[config.mk]
export PLATFORM = sky130hd
export DESIGN_NAME = deadtime_gen
export DESIGN_NICKNAME = d
export VERILOG_FILES = /design/src/rtl/deadtime_gen.sv
export SDC_FILE = /design/constraint.sdc
export NUM_CORES = 1
export LEC_CHECK = 0
export CAP_MARGIN = 30
export CORE_ASPECT_RATIO = 1.1
export CORE_MARGIN = 8
export CORE_UTILIZATION = 53
export CTS_BUF_LIST = sky130_fd_sc_hd__clkbuf_4
export DETAILED_ROUTE_END_ITERATION = 16
export PLACE_DENSITY = 0.9
export SETUP_SLACK_MARGIN = 0.1
export SLEW_MARGIN = 20
export SYNTH_ARGS = -nofsm -noshare
export SYNTH_HDL_FRONTEND = slang
export SYNTH_SLANG_ARGS = --single-unit
[constraint.sdc]
create_clock -name clk -period 3.77 [get_ports clk]
set_input_delay 0.754 -clock clk [delete_from_list [all_inputs] [get_ports clk]]
set_output_delay 0.754 -clock clk [all_outputs]
set_load 0.02 [all_outputs]
[src/rtl/deadtime_gen.sv]
// deadtime_gen: complementary half-bridge gate driver with tick-based dead time and minimum on-time.
// Define DEADTIME_FAULT_LATCH_EN to make faults sticky until rst.
module deadtime_gen #(
  parameter int CNT_W = 8
) (
  input  logic       clk,
  input  logic       rst,
  input  logic       tick,
  input  logic       en,
  input  logic       cmd,
  input  logic       fault,
  input  logic [7:0] dead_cfg,
  input  logic [7:0] min_on_cfg,
  output logic       out_h,
  output logic       out_l,
  output logic       busy,
  output logic       fault_st
);
  typedef enum logic [2:0] {OFF, DEAD_H, ON_H, DEAD_L, ON_L} state_t;
  state_t st, nxt;
  logic [CNT_W-1:0] cnt, cnt_nxt, dead, min_on, cnt_dec;
  logic block, z;
`ifdef DEADTIME_FAULT_LATCH_EN
  logic latched;
  assign block = fault | latched;
`else
  assign block = fault;
`endif
  assign dead    = CNT_W'(dead_cfg);
  assign min_on  = CNT_W'(min_on_cfg);
  assign z       = cnt == '0;
  assign cnt_dec = cnt - CNT_W'(tick & ~z);
  always_comb begin
    nxt     = st;
    cnt_nxt = cnt_dec;
    if (block || !en) begin
      nxt     = OFF;
      cnt_nxt = '0;
    end else begin
      case (st)
        OFF: begin
          nxt     = cmd ? DEAD_H : DEAD_L;
          cnt_nxt = dead;
        end
        DEAD_H: if (z) begin
          nxt     = ON_H;
          cnt_nxt = min_on;
        end
        DEAD_L: if (z) begin
          nxt     = ON_L;
          cnt_nxt = min_on;
        end
        ON_H: if (z && !cmd) begin
          nxt     = DEAD_L;
          cnt_nxt = dead;
        end
        ON_L: if (z && cmd) begin
          nxt     = DEAD_H;
          cnt_nxt = dead;
        end
        default: begin
          nxt     = OFF;
          cnt_nxt = '0;
        end
      endcase
    end
  end
  // outputs decode the next state so they are registered alongside it
  always_ff @(posedge clk) begin
    if (rst) begin
      st       <= OFF;
      cnt      <= '0;
      out_h    <= 1'b0;
      out_l    <= 1'b0;
      busy     <= 1'b0;
      fault_st <= 1'b0;
`ifdef DEADTIME_FAULT_LATCH_EN
      latched  <= 1'b0;
`endif
    end else begin
      st       <= nxt;
      cnt      <= cnt_nxt;
      out_h    <= nxt == ON_H;
      out_l    <= nxt == ON_L;
      busy     <= nxt == DEAD_H || nxt == DEAD_L;
`ifdef DEADTIME_FAULT_LATCH_EN
      latched  <= latched | fault;
      fault_st <= latched | fault;
`else
      fault_st <= fault;
`endif
    end
  end
endmodule

# Word level (Yosys, flattened, before mapping)
# Cells that the tools add are included.
totals:
  register_bits: 15
  in_bits: 22
  out_inout_bits: 4
  elab_cells: 38
classes:
  addsub: 1
  eq_ne: 8
  n_mux: 11
  n_bitwise: 2
  n_reduce_logical: 10
ops:
  columns: ["cell", "n"]
  rows:
  - ["$pmux 8 s4", 1]
  - ["$mux 8", 3]
  - ["$mux 3", 5]
  - ["$pmux 3 s5", 1]
  - ["$eq 3x2->1 const B", 4]
  - ["$and 1x8->8", 1]
  - ["$logic_not 8->1", 1]
  - ["$not 1->8", 1]
  - ["$sub 8x8->8", 1]
  - ["$eq 3x1->1 const B", 2]
  - ["$eq 3x3->1 const B", 2]
  - ["$reduce_or 2->1", 2]
  - ["$logic_not 3->1", 1]
  - ["$logic_and 1x1->1", 2]
  - ["$logic_not 1->1", 2]
  - ["$logic_or 1x1->1", 2]
  - ["$mux 2", 1]

# Depth between registers and ports, before layout
logic_depth:
  word_depth: 7
  depth_mapped: 9
  depth_no_buf: 9

# Least setup slack after synthesis
# No wires, ideal clock.
synth_timing:
  path_kind: "register to register"
  startpoint: "register cnt[4]"
  endpoint: "register cnt[4]"
  setup_ps: 74
  t_arrival_ps: 2102
  required_time_ps: 3696
  setup_slack_ps: 1594
  path_stages_with_launch: 10
  path_buffers: 0
  period_less_slack_ps: 2176
  cell_sequence: "dfxtp_1 or4_4 nor2_1 nor2b_1 ha_1 ha_1 nor3b_1 xor2_1 nand4_1 a31oi_1"
synth_between:
  elab_chain_cells: 6
  word_cells_on_any_way: 10
  cone_classes: "1 x add/sub; 4 x mux; 2 x bitwise; 3 x reduce/logical"
synth_rtl:
  columns: ["item", "line_no", "rtl"]
  rows:
  - ["start, declared", "21", "logic [CNT_W-1:0] cnt, cnt_nxt, dead, min_on, cnt_dec;"]
  - ["start signal, assigned", "82", "cnt <= cnt_nxt;"]
  - ["$logic_not 8->1", "31", "assign z = cnt == '0;"]
  - ["$not 1->8", "32", "assign cnt_dec = cnt - CNT_W'(tick & ~z);"]
  - ["$and 1x8->8", "32", null]
  - ["$sub 8x8->8", "32", null]
  - ["$mux 8 (on tied branches)", null, null]
  - ["$pmux 8 s4 (*)", "40", "case (st)"]
# Every way passes the cells marked *; elsewhere a longest branch is shown, timed or not.
# A chain may end at the register's enable or synchronous reset.

# Worst setup path in the final report
layout_timing:
  startpoint: "register cnt[5]"
  endpoint: "register cnt[4]"
layout_between:
  elab_chain_cells: 6
  word_cells_on_any_way: 10
  cone_classes: "1 x add/sub; 4 x mux; 2 x bitwise; 3 x reduce/logical"
layout_rtl:
  columns: ["item", "line_no"]
  rows:
  - ["$logic_not 8->1 (*)", "31"]
  - ["$not 1->8", "32"]
  - ["$and 1x8->8", "32"]
  - ["$sub 8x8->8", "32"]
  - ["$mux 8 (on tied branches)", null]
  - ["$pmux 8 s4 (*)", "40"]
# Marks and branches as above.

==> flow_summary.json <==
{
  "finalPower_mw": 0.385,
  "clockBufferDepth": 2,
  "syn-num-nets": 139,
  "tns_ps": 0,
  "die_h_um": 61.2,
  "viasPerCell": 6.37,
  "grt_max_degree": 18,
  "cts_made_buffers": 3,
  "die-area_um2": 3490,
  "reg2reg_depth": 9,
  "synth-async-reset-ratio_pct": 0,
  "synth_cell_types": 37,
  "yosys_most_used_dff": "dfxtp_1",
  "reg2reg_from": "cnt[5]",
  "yosysSeqAreaShare_pct": 30.6,
  "setup_viol": 0,
  "routed-via-count": 1000,
  "first_pass_iters": 5,
  "cap_violations": 0,
  "syn_area_per_cell_um2": 8.54,
  "worstHoldPathType": "flop to flop",
  "r2r_slack_ps": 1270,
  "timing.rr.end": "cnt[4]",
  "worst-setup-path-type": "flop to flop",
  "antennaDiodeCount": 0,
  "leakagePower_nw": 0.450,
  "worstSetupStartpoint": "cnt[5]",
  "final_hold_viol_count": 0,
  "ctsHoldBuffers": 0,
  "end_kind": "flop",
  "die_w_um": 57.0,
  "post_drt_wl_per_cell_um": 16.2,
  "coreArea_um2": 1760,
  "dr.first_iter.drc_count": 49,
  "timing.final.crit_share_pct": 66.4,
  "worst_pin_slew_ps": 699,
  "synth_top_area_cell": "dfxtp_1",
  "pin_count": 26,
  "relSlewSlack_pct": 53.0,
  "worst_setup_path_start_kind": "flop",
  "io_buffers": 25,
  "num-nets-final": 164,
  "worst_ir_drop_vdd_v": 0.000255,
  "std_cell_rows": 16,
  "syn_inst": 115,
  "slew_violations": 0,
  "first_global_vias": 927,
  "place.gp.congestion": 0.911,
  "ys_warn_count": 0,
  "ys_ff_latch": 15,
  "yosysMostFrequentCell": "dfxtp_1",
  "h-tree-depth": 1,
  "synth_edf_count": 0,
  "path_max_fanout": 6,
  "cts_tree": "built",
  "path_clk_slew_ps": 80,
  "postCtsSetupBuffers": 0,
  "outcome": "completed",
  "post-synth-top-area-fraction_pct": 30.6,
  "hold_depth": 2,
  "grt.overflow.total": 0,
  "synth_area_leaders": "dfxtp_1, a31oi_1, a22o_1",
  "hpwl_mm": 2.05,
  "cp-endpoint": "cnt[4]",
  "holdWs_ps": 646,
  "ant_nets": 0,
  "fmax_mhz": 400,
  "fin_skew_ps": 3.85,
  "wl_mm": 2.54,
  "layout-drive-gt1-share_pct": 7.91,
  "remaining_drc_errors": 0,
  "cts_root_buf": "clkbuf_4",
  "cp_data_required_time_ps": 3980,
  "synth_commonest_cells": "dfxtp_1, a31oi_1, o21ai_0",
  "power_density_nw_per_um2": 306,
  "area_delta_synth_final_pct": 28.0,
  "period_minus_slack_ps": 2500,
  "grt_pass1_wl_mm": 4.20,
  "clock_latency_ps": 280,
  "syn-cell-area_um2": 982,
  "clock_sinks": 15,
  "ctsResizeCount": 0,
  "arrival_ps": 2710,
  "rsz0062_at_grt": "no",
  "initial_utilization_pct": 55.8,
  "antenna_found_initial": 0,
  "grt_usage_pct": 14.5
}
-- final cells by class --
cell class | instances | area, µm²
clock buffers | 4 | 30.0
fillers | 145 | 504
inverters | 3 | 11.3
multi-input cells | 92 | 643
flip-flops and latches | 15 | 300
well taps | 18 | 22.5
repair buffers | 25 | 250
-- stage by stage --
| step | setup WS [ps] | cells | util [%] | instance area (µm²) |
|---|---|---|---|---|
| after floorplan | 1590 | 115 | - | 982 |
| after global placement | 1280 | 153 | 69.7 | 1230 |
| after detailed placement | 1160 | 153 | 69.7 | 1230 |
| after CTS | 1300 | 157 | 71.4 | 1260 |
| after global routing | 1140 | 157 | 71.4 | 1260 |
| final | 1270 | 157 | 71.4 | 1260 |
-- sequential cells by signal, summed over array words and instances (netlist names) --
register and flops:
out_l 1, st 3, out_h 1, cnt 8
busy 1, fault_st 1
-- power by group --
| group | switching (mW) | internal, mW | total [mW] |
|---|---|---|---|
| clock network | 0.0484 | 0.0482 | 0.0966 |
| registers | 0.00798 | 0.164 | 0.172 |
| logic | 0.0591 | 0.0575 | 0.117 |
-- cell usage in the layout, fill, tap and decap left out, types with 2 or more instances in the layout --
cell	count
nor4_2	2
xor2_1	3
nor2_1	6
nand2_1	8
nand4_1	4
nor3_1	3
dfxtp_1	15
inv_1	3
o21ai_0	9
clkbuf_4	4
o2111ai_1	3
nor3b_1	4
nor2b_1	3
clkdlybuf4s50_1	25
nand2b_1	2
a22o_1	8
ha_1	2
nand4b_1	2
xnor2_1	2
a31oi_1	13
or4_4	2
or3_1	2
-- worst min-delay path by stage --
stage / start / end / slack [ps]
2_1_floorplan: st[1] / out_l / 580
3_3_place_gp: st[1] / st[2] / 620
3_5_place_dp: st[1] / st[2] / 630
4_1_cts: st[1] / st[2] / 650
5_1_grt: st[1] / out_l / 690
6_report: st[1] / st[2] / 650
-- cells by family after synthesis --
group / synth area share (%)
buffers and inverters: 3.95
AOI/OAI and AO/OA: 29.7
adders and majority gates: 2.55
DFF: 30.6
and+or+nand+nor: 28.8
xor gates and xnor gates: 4.46
-- critical path: stages (launching register included) --
cell	delay [ps]
dfxtp_1	370
or4_4	580
nor2_1	290
nor2b_1	90
ha_1	220
ha_1	230
nor3b_1	160
xor2_1	150
nand4_1	130
a31oi_1	210
-- metal layers --
metal | share of wire [%] | global-route usage [%] | up-vias
met4 | 1.5 | 5.70 | 0
li1 | - | - | 498
met5 | 0 | 0 | -
met2 | 49 | 23.4 | 42
met1 | 42 | 18.2 | 454
met3 | 7.3 | 3.30 | 6
No activity file was read; power rests on OpenSTA's default activity.
